==> src/rtl/mem_arb_pkg.sv <==
// Shared types and constants for the two-master RAM arbiter.
package mem_arb_pkg;

  // Arbiter ownership states; every ownership change passes through IDLE.
  typedef enum logic [1:0] {
    IDLE    = 2'd0,
    OWN_CPU = 2'd1,
    OWN_DMA = 2'd2
  } arb_state_e;

  // Identity of a master, as remembered in last_owner.
  typedef logic owner_t;

  localparam owner_t OWNER_CPU = 1'b0;
  localparam owner_t OWNER_DMA = 1'b1;

  // The master that is not the given one; used to break ties after a handover.
  function automatic owner_t other_owner(input owner_t owner);
    return ~owner;
  endfunction

endpackage

==> src/rtl/mem_arbiter_if.sv <==
// Bundle of the CPU port, the DMA port and the shared RAM port.
// The arbiter takes the slave view; the masters and the RAM take the master view.
interface mem_arbiter_if #(
  parameter int ADDR_W = 32,
  parameter int DATA_W = 32
);

  // CPU load/store port
  logic              cpu_req;
  logic              cpu_grant;
  logic [ADDR_W-1:0] cpu_addr;
  logic [DATA_W-1:0] cpu_wdata;
  logic              cpu_wr_en;
  logic              cpu_rd_en;
  logic [DATA_W-1:0] cpu_rdata;

  // DMA controller memory port (mem_request / mem_grant / ...)
  logic              dma_req;
  logic              dma_grant;
  logic [ADDR_W-1:0] dma_addr;
  logic [DATA_W-1:0] dma_wdata;
  logic              dma_wr_en;
  logic              dma_rd_en;
  logic [DATA_W-1:0] dma_rdata;

  // Single RAM port
  logic [ADDR_W-1:0] ram_addr;
  logic [DATA_W-1:0] ram_wdata;
  logic              ram_we;
  logic              ram_re;
  logic [DATA_W-1:0] ram_rdata;

  modport slave (
    input  cpu_req, cpu_addr, cpu_wdata, cpu_wr_en, cpu_rd_en,
    output cpu_grant, cpu_rdata,
    input  dma_req, dma_addr, dma_wdata, dma_wr_en, dma_rd_en,
    output dma_grant, dma_rdata,
    output ram_addr, ram_wdata, ram_we, ram_re,
    input  ram_rdata
  );

  modport master (
    output cpu_req, cpu_addr, cpu_wdata, cpu_wr_en, cpu_rd_en,
    input  cpu_grant, cpu_rdata,
    output dma_req, dma_addr, dma_wdata, dma_wr_en, dma_rd_en,
    input  dma_grant, dma_rdata,
    input  ram_addr, ram_wdata, ram_we, ram_re,
    output ram_rdata
  );

endinterface

==> src/rtl/mem_arb_hold_cnt.sv <==
// Saturating hold counter: counts owned cycles during which the other master
// is waiting, and flags when the owner has used up its allowance.
module mem_arb_hold_cnt
  import mem_arb_pkg::*;
#(
  parameter int  MAX_HOLD = 16,
  localparam int CNT_W    = $clog2(MAX_HOLD + 1)
) (
  input  logic clk,
  input  logic reset,   // asynchronous, active-low
  input  logic clr,
  input  logic en,
  output logic limit
);

  localparam logic [CNT_W-1:0] LIMIT_VAL = CNT_W'(MAX_HOLD);

  logic [CNT_W-1:0] cnt_q;
  logic [CNT_W-1:0] cnt_d;

  // Next count: clear wins, then increment until the limit, then hold.
  always_comb begin
    // NOTE: assign every always_comb output a default first so no path leaves it unassigned (that would infer a latch).
    cnt_d = cnt_q;
    if (clr) begin
      cnt_d = '0;
    end else if (en && (cnt_q != LIMIT_VAL)) begin
      cnt_d = cnt_q + 1'b1;
    end
  end

  // Count register.
  always_ff @(posedge clk or negedge reset) begin
    // NOTE: sequential state uses non-blocking assignments so every flop samples pre-edge values.
    if (!reset) begin
      cnt_q <= '0;
    end else begin
      cnt_q <= cnt_d;
    end
  end

  assign limit = (cnt_q == LIMIT_VAL);

endmodule

==> src/rtl/mem_arbiter.sv <==
// Round-robin arbiter between the CPU and the DMA controller for the single
// RAM port, with a hold limit that forces a handover when the other master
// has waited MAX_HOLD owned cycles.
module mem_arbiter
  import mem_arb_pkg::*;
#(
  parameter int ADDR_W   = 32,
  parameter int DATA_W   = 32,
  parameter int MAX_HOLD = 16
) (
  input  logic          clk,
  input  logic          reset,   // asynchronous, active-low
  mem_arbiter_if.slave  bus
);

  arb_state_e state_q;
  arb_state_e state_d;
  owner_t     last_owner_q;
  owner_t     last_owner_d;

  logic hold_clr;
  logic hold_en;
  logic hold_limit;

  logic [ADDR_W-1:0] ram_addr_c;
  logic [DATA_W-1:0] ram_wdata_c;
  logic              ram_we_c;
  logic              ram_re_c;

  // The counter only runs while someone owns the RAM and the other side waits.
  assign hold_clr = (state_q == IDLE);
  assign hold_en  = ((state_q == OWN_CPU) && bus.dma_req) ||
                    ((state_q == OWN_DMA) && bus.cpu_req);

  mem_arb_hold_cnt #(
    .MAX_HOLD (MAX_HOLD)
  ) u_hold_cnt (
    .clk   (clk),
    .reset (reset),
    .clr   (hold_clr),
    .en    (hold_en),
    .limit (hold_limit)
  );

  // Next-state: pick a new owner from IDLE, release on request drop or hold limit.
  always_comb begin
    state_d      = state_q;
    last_owner_d = last_owner_q;
    unique case (state_q)
      IDLE: begin
        if (bus.cpu_req && bus.dma_req) begin
          // Tie goes to whoever did not own last; after a forced release this
          // is always the waiting master.
          state_d = (other_owner(last_owner_q) == OWNER_CPU) ? OWN_CPU : OWN_DMA;
        end else if (bus.cpu_req) begin
          state_d = OWN_CPU;
        end else if (bus.dma_req) begin
          state_d = OWN_DMA;
        end
      end
      OWN_CPU: begin
        if (!bus.cpu_req || hold_limit) begin
          state_d = IDLE;
        end
      end
      OWN_DMA: begin
        if (!bus.dma_req || hold_limit) begin
          state_d = IDLE;
        end
      end
      default: begin
        state_d = IDLE;
      end
    endcase

    // Remember the owner on every entry into an ownership state.
    if ((state_q == IDLE) && (state_d == OWN_CPU)) begin
      last_owner_d = OWNER_CPU;
    end else if ((state_q == IDLE) && (state_d == OWN_DMA)) begin
      last_owner_d = OWNER_DMA;
    end
  end

  // State and last-owner registers; DMA counts as last owner so the CPU wins the first tie.
  always_ff @(posedge clk or negedge reset) begin
    if (!reset) begin
      state_q      <= IDLE;
      last_owner_q <= OWNER_DMA;
    end else begin
      state_q      <= state_d;
      last_owner_q <= last_owner_d;
    end
  end

  // RAM port mux: only the owner's address, data and strobes reach the RAM.
  always_comb begin
    ram_addr_c  = '0;
    ram_wdata_c = '0;
    ram_we_c    = 1'b0;
    ram_re_c    = 1'b0;
    unique case (state_q)
      OWN_CPU: begin
        ram_addr_c  = bus.cpu_addr;
        ram_wdata_c = bus.cpu_wdata;
        ram_we_c    = bus.cpu_wr_en;
        ram_re_c    = bus.cpu_rd_en;
      end
      OWN_DMA: begin
        ram_addr_c  = bus.dma_addr;
        ram_wdata_c = bus.dma_wdata;
        ram_we_c    = bus.dma_wr_en;
        ram_re_c    = bus.dma_rd_en;
      end
      default: begin
        ram_addr_c  = '0;
        ram_wdata_c = '0;
        ram_we_c    = 1'b0;
        ram_re_c    = 1'b0;
      end
    endcase
  end

  // Grants decode directly from the state register, so an asynchronous reset drops them at once.
  assign bus.cpu_grant = (state_q == OWN_CPU);
  assign bus.dma_grant = (state_q == OWN_DMA);

  assign bus.ram_addr  = ram_addr_c;
  assign bus.ram_wdata = ram_wdata_c;
  assign bus.ram_we    = ram_we_c;
  assign bus.ram_re    = ram_re_c;

  // Read data goes to both masters unmodified; each qualifies it with its own grant.
  assign bus.cpu_rdata = bus.ram_rdata;
  assign bus.dma_rdata = bus.ram_rdata;

endmodule
==> src/flat_wrapper.sv <==
// flat-port wrapper written by rule: the top's interface ports become plain ports
module mem_arbiter_flat import mem_arb_pkg::*;
#(
  parameter int ADDR_W   = 32,
  parameter int DATA_W   = 32,
  parameter int MAX_HOLD = 16
)
  (clk, reset, bus_cpu_req, bus_cpu_addr, bus_cpu_wdata, bus_cpu_wr_en, bus_cpu_rd_en, bus_cpu_grant, bus_cpu_rdata, bus_dma_req, bus_dma_addr, bus_dma_wdata, bus_dma_wr_en, bus_dma_rd_en, bus_dma_grant, bus_dma_rdata, bus_ram_addr, bus_ram_wdata, bus_ram_we, bus_ram_re, bus_ram_rdata);
  mem_arbiter_if #(.ADDR_W(ADDR_W), .DATA_W(DATA_W)) bus_i ();
  input  logic clk;
  input  logic reset;
  input wire logic [$bits(bus_i.cpu_req)-1:0] bus_cpu_req;
  input wire logic [$bits(bus_i.cpu_addr)-1:0] bus_cpu_addr;
  input wire logic [$bits(bus_i.cpu_wdata)-1:0] bus_cpu_wdata;
  input wire logic [$bits(bus_i.cpu_wr_en)-1:0] bus_cpu_wr_en;
  input wire logic [$bits(bus_i.cpu_rd_en)-1:0] bus_cpu_rd_en;
  output wire logic [$bits(bus_i.cpu_grant)-1:0] bus_cpu_grant;
  output wire logic [$bits(bus_i.cpu_rdata)-1:0] bus_cpu_rdata;
  input wire logic [$bits(bus_i.dma_req)-1:0] bus_dma_req;
  input wire logic [$bits(bus_i.dma_addr)-1:0] bus_dma_addr;
  input wire logic [$bits(bus_i.dma_wdata)-1:0] bus_dma_wdata;
  input wire logic [$bits(bus_i.dma_wr_en)-1:0] bus_dma_wr_en;
  input wire logic [$bits(bus_i.dma_rd_en)-1:0] bus_dma_rd_en;
  output wire logic [$bits(bus_i.dma_grant)-1:0] bus_dma_grant;
  output wire logic [$bits(bus_i.dma_rdata)-1:0] bus_dma_rdata;
  output wire logic [$bits(bus_i.ram_addr)-1:0] bus_ram_addr;
  output wire logic [$bits(bus_i.ram_wdata)-1:0] bus_ram_wdata;
  output wire logic [$bits(bus_i.ram_we)-1:0] bus_ram_we;
  output wire logic [$bits(bus_i.ram_re)-1:0] bus_ram_re;
  input wire logic [$bits(bus_i.ram_rdata)-1:0] bus_ram_rdata;
  assign bus_i.cpu_req = bus_cpu_req;
  assign bus_i.cpu_addr = bus_cpu_addr;
  assign bus_i.cpu_wdata = bus_cpu_wdata;
  assign bus_i.cpu_wr_en = bus_cpu_wr_en;
  assign bus_i.cpu_rd_en = bus_cpu_rd_en;
  assign bus_cpu_grant = bus_i.cpu_grant;
  assign bus_cpu_rdata = bus_i.cpu_rdata;
  assign bus_i.dma_req = bus_dma_req;
  assign bus_i.dma_addr = bus_dma_addr;
  assign bus_i.dma_wdata = bus_dma_wdata;
  assign bus_i.dma_wr_en = bus_dma_wr_en;
  assign bus_i.dma_rd_en = bus_dma_rd_en;
  assign bus_dma_grant = bus_i.dma_grant;
  assign bus_dma_rdata = bus_i.dma_rdata;
  assign bus_ram_addr = bus_i.ram_addr;
  assign bus_ram_wdata = bus_i.ram_wdata;
  assign bus_ram_we = bus_i.ram_we;
  assign bus_ram_re = bus_i.ram_re;
  assign bus_i.ram_rdata = bus_ram_rdata;
  mem_arbiter #(.ADDR_W(ADDR_W), .DATA_W(DATA_W), .MAX_HOLD(MAX_HOLD)) u_core (.clk(clk), .reset(reset), .bus(bus_i));
endmodule
==> config.mk <==
export PLATFORM = sky130hd
export DESIGN_NAME = mem_arbiter_flat
export DESIGN_NICKNAME = d
export VERILOG_FILES = /design/src/rtl/mem_arb_pkg.sv /design/src/rtl/mem_arbiter_if.sv /design/src/rtl/mem_arb_hold_cnt.sv /design/src/rtl/mem_arbiter.sv /design/src/flat_wrapper.sv
export SDC_FILE = /design/constraint.sdc
export NUM_CORES = 1
export LEC_CHECK = 0
export ABC_CLOCK_PERIOD_IN_PS = 3250
export CAP_MARGIN = 20
export CORE_AREA = 2 2 115 117
export DETAILED_ROUTE_END_ITERATION = 8
export DIE_AREA = 0 0 117 119
export GPL_ROUTABILITY_DRIVEN = 1
export PLACE_DENSITY = 0.57
export REMOVE_ABC_BUFFERS = 1
export SYNTH_ARGS = -nofsm -noshare
export SYNTH_HDL_FRONTEND = slang
export SYNTH_SLANG_ARGS = --single-unit
==> constraint.sdc <==
create_clock -name clk -period 3.25 [get_ports clk]
set_clock_uncertainty 0.2 [all_clocks]
set_input_delay 0.65 -clock clk [delete_from_list [all_inputs] [get_ports clk]]
set_output_delay 0.65 -clock clk [all_outputs]
set_load 0.01 [all_outputs]
==> results of run 1 <==
==> worst reg2reg max path, delay by kind of cell (launching register included) <==
kind | cells | cell delay (ps)
and+or+nand+nor | 2 | 490
adders and majority gates | 1 | 210
DFF | 1 | 430
AOI/OAI and AO/OA | 2 | 250
buffers and inverters | 2 | 470
==> layout make-up <==
class | count | area, um^2 | area share (%)
Sequential cell | 8 | 201 | 5.20
Tap cell | 176 | 220 | 5.69
Multi-Input combinational cell | 173 | 1220 | 31.4
Clock buffer | 4 | 78.8 | 2.04
Timing Repair Buffer | 211 | 2140 | 55.2
Inverter | 5 | 18.8 | 0.485
==> routing by layer <==
layer / part of all wire (%) / GRT usage, % / vias up
met2: 40 / 24.2 / 219
met4: 0.36 / 1.76 / 2
li1: - / - / 1149
met5: 0.54 / 5.10 / -
met1: 40 / 20.1 / 1139
met3: 20 / 14.9 / 10
==> logic make-up after synthesis <==
family	count (synthesis)
buf+inv	91
simple gates	86
compound gates	77
flops	8
fa+ha+maj	6
xor+xnor	4
==> state kept, by name, summed over array words and instances, names as in the netlist <==
signal                   flops
u_core.last_owner_q          1
u_core.u_hold_cnt.cnt_q      5
u_core.state_q               2
==> placed cells by master, fill, tap and decap left out, types with 2 or more instances in the layout <==
master	n
ha_1	4
xor2_1	3
a21oi_1	3
ha_2	2
buf_12	3
clkbuf_16	3
dfrtp_1	7
nand4_1	2
a22oi_1	67
buf_4	4
inv_1	5
nand2_1	3
nor2_1	8
clkdlybuf4s50_1	202
nor2b_1	67
==> power breakdown <==
group | total, W | internal [W] | switching [W]
Clock | 0.000210 | 0.000163 | 0.0000466
Sequential | 0.000149 | 0.000124 | 0.0000249
Combinational | 0.00211 | 0.00113 | 0.000979
==> path summary, 6_finish.rpt <==
check,from,to,slack (ps)
worst max-delay path,u_core.state_q[0],bus_ram_wdata[25],160
worst min-delay path,u_core.last_owner_q,u_core.last_owner_q,290
worst max register to register,u_core.state_q[0],u_core.last_owner_q,1140
worst min register to register,u_core.last_owner_q,u_core.last_owner_q,290
max in group asynchronous,reset,u_core.last_owner_q,2070
min in group asynchronous,reset,u_core.u_hold_cnt.cnt_q[4],480
==> metrics by stage <==
stage | hold slack, ps | setup slack [ps] | instances
3_5_place_dp | 289 | 244 | 573
2_1_floorplan | 154 | 83.9 | 186
3_3_place_gp | 287 | 230 | 573
6_report | 292 | 158 | 577
4_1_cts | 295 | 67.8 | 577
5_1_grt | 307 | 2.08 | 577
==> impl_metrics.env, run 1 <==
export IMPL_outcome="finished, final reports clean"
export IMPL_globalplace_congestion=0.778
export IMPL_worst_path_stages=6
export IMPL_wire_length_of_the_first_global_routing_pass_um=16900
export IMPL_cts_reportedPaths_clkPinSlew_ps=30
export IMPL_timing_critical_path_from_type="flip-flop"
export IMPL_area_growth_pct=92.8
export IMPL_port_buffer_count=203
export IMPL_yosysTopAreaCellShare_pct=25.0
export IMPL_grt_setup_unrepaired="no"
export IMPL_synth_enable_flop_cells=0
export IMPL_detail_route_antenna_nets=0
export IMPL_r2r_cells=7
export IMPL_syn_cell_area_um2=2010
export IMPL_antennaDiodeCount=0
export IMPL_critPathBufInv=3
export IMPL_cts_root_buf="clkbuf_16"
export IMPL_avgRoutedWirePerCell_um=22.6
export IMPL_finish_net_count=576
export IMPL_initial_core_util_pct=15.6
export IMPL_clock_insertion_delay_worst_skew_ps=230
export IMPL_hold_path_cell_count=1
export IMPL_horizontal_extent_of_the_die_um=117
export IMPL_critPathArrivalTime_ps=2240
export IMPL_globalRouteTotalUtil_pct=17.2
export IMPL_core_um2=12900
export IMPL_ir_drop_mv=0.403
export IMPL_dpl_cell_area_um2=3790
export IMPL_crit_path_end_kind="output port"
export IMPL_cts_max_path_buffers=2
export IMPL_synth_top_family_by_area="buffers and inverters"
export IMPL_timing_final_setup_violations=0
export IMPL_grt_max_degree=37
export IMPL_post_cts_resize_count=0
export IMPL_num_rows=42
export IMPL_initial_drt_pass_iterations=4
export IMPL_timing_max_cap_violations=0
export IMPL_tritoncts="built"
export IMPL_power_static_leakage_nw=1.31
export IMPL_postCtsSetupBuffers=0
export IMPL_initialDrtViolationCount=133
export IMPL_tritoncts_num_buffers=3
export IMPL_timing_critical_path_max_delay_family="buffers and inverters"
export IMPL_syn_area_per_cell_um2=7.38
export IMPL_postSynthRegisterBits=8
export IMPL_synth_compound_gate_area_share_pct=28.8
export IMPL_final_standard_cell_utilization_of_the_core_pct=30.1
export IMPL_critical_path_slowest_cell="clkdlybuf4s50_1"
export IMPL_critPathKind="flip-flop to output port"
export IMPL_fin_area_um2=3870
export IMPL_slowest_delay_ps=590
export IMPL_yosys_area_share_adder_pct=3.74
export IMPL_hold_viol=0
export IMPL_synth_sequential_area_ratio_pct=10.0
export IMPL_route_detailed_drc=0
export IMPL_critical_path_peak_fanout=36
export IMPL_final_period_utilization_pct=95.1
export IMPL_power_w=0.00247
export IMPL_htree_levels=1
export IMPL_synth_xor_area_share_pct=1.74
export IMPL_cts_sinks=8
export IMPL_postSynth_asyncResetShare_pct=100
export IMPL_synth_main_ff_cell="dfrtp_1"
export IMPL_min_delay_path_class="flip-flop to flip-flop"
export IMPL_post_synth_mux_area_share_pct=0
export IMPL_die_area_um2=13900
export IMPL_synth_top_area_cell="a22oi_1"
export IMPL_critical_path_cell_by_cell="inv_1 -> ha_2 -> buf_4 -> a22oi_1 -> nor2b_1 -> clkdlybuf4s50_1"
export IMPL_yosys_area_share_simple_pct=26.0
export IMPL_share_of_final_layout_standard_cells_stronger_than_drive_strength_1_pct=3.74
export IMPL_power_density_nw_per_um2=638
export IMPL_setup_total_negative_slack_ps=0
export IMPL_finalWorstPathRequiredPeriod_ps=3090
export IMPL_maxClockFrequency_ghz=0.323
export IMPL_relSlewSlack_pct=69.1
export IMPL_grt_antenna_before_repair=0
export IMPL_grt_ovfl_total=0
export IMPL_timing_worst_slew_pin_value_ps=464
export IMPL_syn_inst=272
export IMPL_routed_wirelength_um=13000
export IMPL_die_y_um=119
export IMPL_number_of_ports_placed_on_the_die_boundary=300
export IMPL_layout_filler_cells=1364
export IMPL_worstPathRequired_ps=2400
export IMPL_ys_top_cells_by_area="a22oi_1, buf_4, nor2b_1"
export IMPL_synthesis_yosys_warnings=0
export IMPL_synth_cells_most_frequent="a22oi_1, nor2b_1, buf_4"
export IMPL_ys_types=28
export IMPL_hold_buffers=0
export IMPL_vias_per_cell=4.37
export IMPL_detailedPlacementHpwl_um=10800
export IMPL_number_of_global_route_vias_before_repair=2513
export IMPL_routed_via_count=2519
export IMPL_slew_violations=0
Note: power is estimated with default switching activity, not from simulation.
==> run 2, diff against run 1 <==
- ABC_CLOCK_PERIOD_IN_PS: 3250 -> 3950
- PLACE_DENSITY: 0.57 -> unset
- PLACE_DENSITY_LB_ADDON: unset -> 0.15
- clock period: 3.25 -> 3.95 ns (I/O delays scaled with it)
==> impl_metrics.env, run 2 (same netlist as run 1, synthesis figures left out) <==
export IMPL_finalWorstPathRequiredPeriod_ps=3460
export IMPL_grt_setup_unrepaired="no"
export IMPL_detail_route_antenna_nets=0
export IMPL_timing_critical_path_from_type="flip-flop"
export IMPL_initial_core_util_pct=15.6
export IMPL_cts_reportedPaths_clkPinSlew_ps=40
export IMPL_final_period_utilization_pct=87.5
export IMPL_initial_drt_pass_iterations=4
export IMPL_number_of_non_filler_instances_in_the_completed_layout=576
export IMPL_routed_wirelength_um=14900
export IMPL_layout_filler_cells=1400
export IMPL_layout_cells_most_common="clkdlybuf4s50_1"
export IMPL_critPathArrivalTime_ps=2470
export IMPL_die_area_um2=13900
export IMPL_met2RoutedLength_um=5770
export IMPL_outcome="finished, final reports clean"
export IMPL_slew_violations=0
export IMPL_vias_per_cell=4.44
export IMPL_avgRoutedWirePerCell_um=25.9
export IMPL_postCtsSetupBuffers=0
export IMPL_share_of_final_layout_standard_cells_stronger_than_drive_strength_1_pct=3.50
export IMPL_power_static_leakage_nw=1.27
export IMPL_met3_length_um=2890
export IMPL_routed_via_count=2560
export IMPL_core_um2=12900
export IMPL_worstPathRequired_ps=2960
export IMPL_timing_worst_slew_pin_value_ps=477
export IMPL_cts_sinks=8
export IMPL_area_of_the_multi_input_gates_um2=1220
export IMPL_wire_length_of_the_first_global_routing_pass_um=19300
export IMPL_num_rows=42
export IMPL_route_detailed_drc=0
export IMPL_globalplace_congestion=0.887
export IMPL_horizontal_extent_of_the_die_um=117
export IMPL_grt_max_degree=70
export IMPL_tritoncts_num_buffers=3
export IMPL_setup_total_negative_slack_ps=0
export IMPL_finish_net_count=575
export IMPL_power_density_nw_per_um2=527
export IMPL_htree_levels=1
export IMPL_timing_max_cap_violations=0
export IMPL_layout_cells_most_common_list="clkdlybuf4s50_1, a22oi_1, nor2b_1, nor2_1, dfrtp_1"
export IMPL_maxClockFrequency_ghz=0.289
export IMPL_detailedPlacementHpwl_um=12500
export IMPL_tritoncts="built"
export IMPL_hold_viol=0
export IMPL_largest_reg_flops=5
export IMPL_relSlewSlack_pct=68.2
export IMPL_number_of_ports_placed_on_the_die_boundary=300
export IMPL_antennaDiodeCount=0
export IMPL_port_buffer_count=203
export IMPL_post_cts_resize_count=0
export IMPL_crit_path_end_kind="output port"
export IMPL_critical_path_peak_fanout=22
export IMPL_layout_area_seq_um2=201
export IMPL_critPathKind="flip-flop to output port"
export IMPL_max_flop_register="u_core.u_hold_cnt.cnt_q"
export IMPL_grt_ovfl_total=0
export IMPL_min_delay_path_class="flip-flop to flip-flop"
export IMPL_wl_met1_um=5790
export IMPL_die_y_um=119
export IMPL_ir_drop_mv=0.216
export IMPL_area_growth_pct=90.8
export IMPL_number_of_global_route_vias_before_repair=2581
export IMPL_clock_insertion_delay_worst_skew_ps=240
export IMPL_cts_max_path_buffers=2
export IMPL_timing_final_setup_violations=0
export IMPL_dp_cells=572
export IMPL_hold_buffers=0
export IMPL_cts_root_buf="clkbuf_16"
export IMPL_reg_largest_list="u_core.u_hold_cnt.cnt_q (5), u_core.state_q (2), u_core.last_owner_q (1)"
export IMPL_grt_antenna_before_repair=0
export IMPL_initialDrtViolationCount=166
export IMPL_globalRouteTotalUtil_pct=19.9
export IMPL_top_signal_layer_used="met5"
run 2: final cells by class:
| type | count | share of cell area [%] |
|---|---|---|
| Sequential cell | 8 | 5.26 |
| Clock buffer | 4 | 2.06 |
| Inverter | 5 | 0.490 |
| Multi-Input combinational cell | 173 | 31.7 |
| Tap cell | 176 | 5.75 |
| Timing Repair Buffer | 210 | 54.7 |
run 2: per-stage QoR:
| step | power, W | setup WS [ps] | instance area [um^2] | hold WS, ps | util, % |
|---|---|---|---|---|---|
| 2_1_floorplan | 0.000944 | 644 | 1430 | 276 | - |
| 3_3_place_gp | 0.00185 | 626 | 3750 | 286 | 29.2 |
| 3_5_place_dp | 0.00185 | 665 | 3750 | 295 | 29.2 |
| 4_1_cts | 0.00205 | 453 | 3830 | 300 | 29.8 |
| 5_1_grt | 0.00217 | 313 | 3830 | 307 | 29.8 |
| 6_report | 0.00202 | 492 | 3830 | 296 | 29.8 |
run 2: path summary, 6_finish.rpt:
path / cells past startpoint / start / slack (ps) / end
hold / removal: 1 / u_core.last_owner_q / 300 / u_core.last_owner_q
hold reg to reg: 1 / u_core.last_owner_q / 300 / u_core.last_owner_q
min in group asynchronous: 1 / reset / 660 / u_core.u_hold_cnt.cnt_q[2]
setup reg to reg: 7 / u_core.state_q[1] / 1920 / u_core.last_owner_q
max in group asynchronous: 1 / reset / 2560 / u_core.last_owner_q
setup / recovery: 5 / u_core.state_q[1] / 490 / bus_ram_wdata[15]
run 2: critical path, cell delays in order (launching register included):
cell	delay [ps]
dfrtp_1	410
inv_1	110
ha_1	590
buf_4	320
nor2b_1	190
clkdlybuf4s50_1	600
run 2: routing by layer:
metal / up-vias / track usage, %
met4: 2 / 5.15
met3: 14 / 16.5
li1: 1146 / -
met5: - / 5.10
met1: 1158 / 22.8
met2: 240 / 27.4
run 2: where the power goes:
group | leakage, nW | internal (W) | switching [W]
clock | 0.0382 | 0.000135 | 0.0000444
combinational | 1.13 | 0.000898 | 0.000820
sequential | 0.105 | 0.000102 | 0.0000207
total | 1.27 | 0.00113 | 0.000885
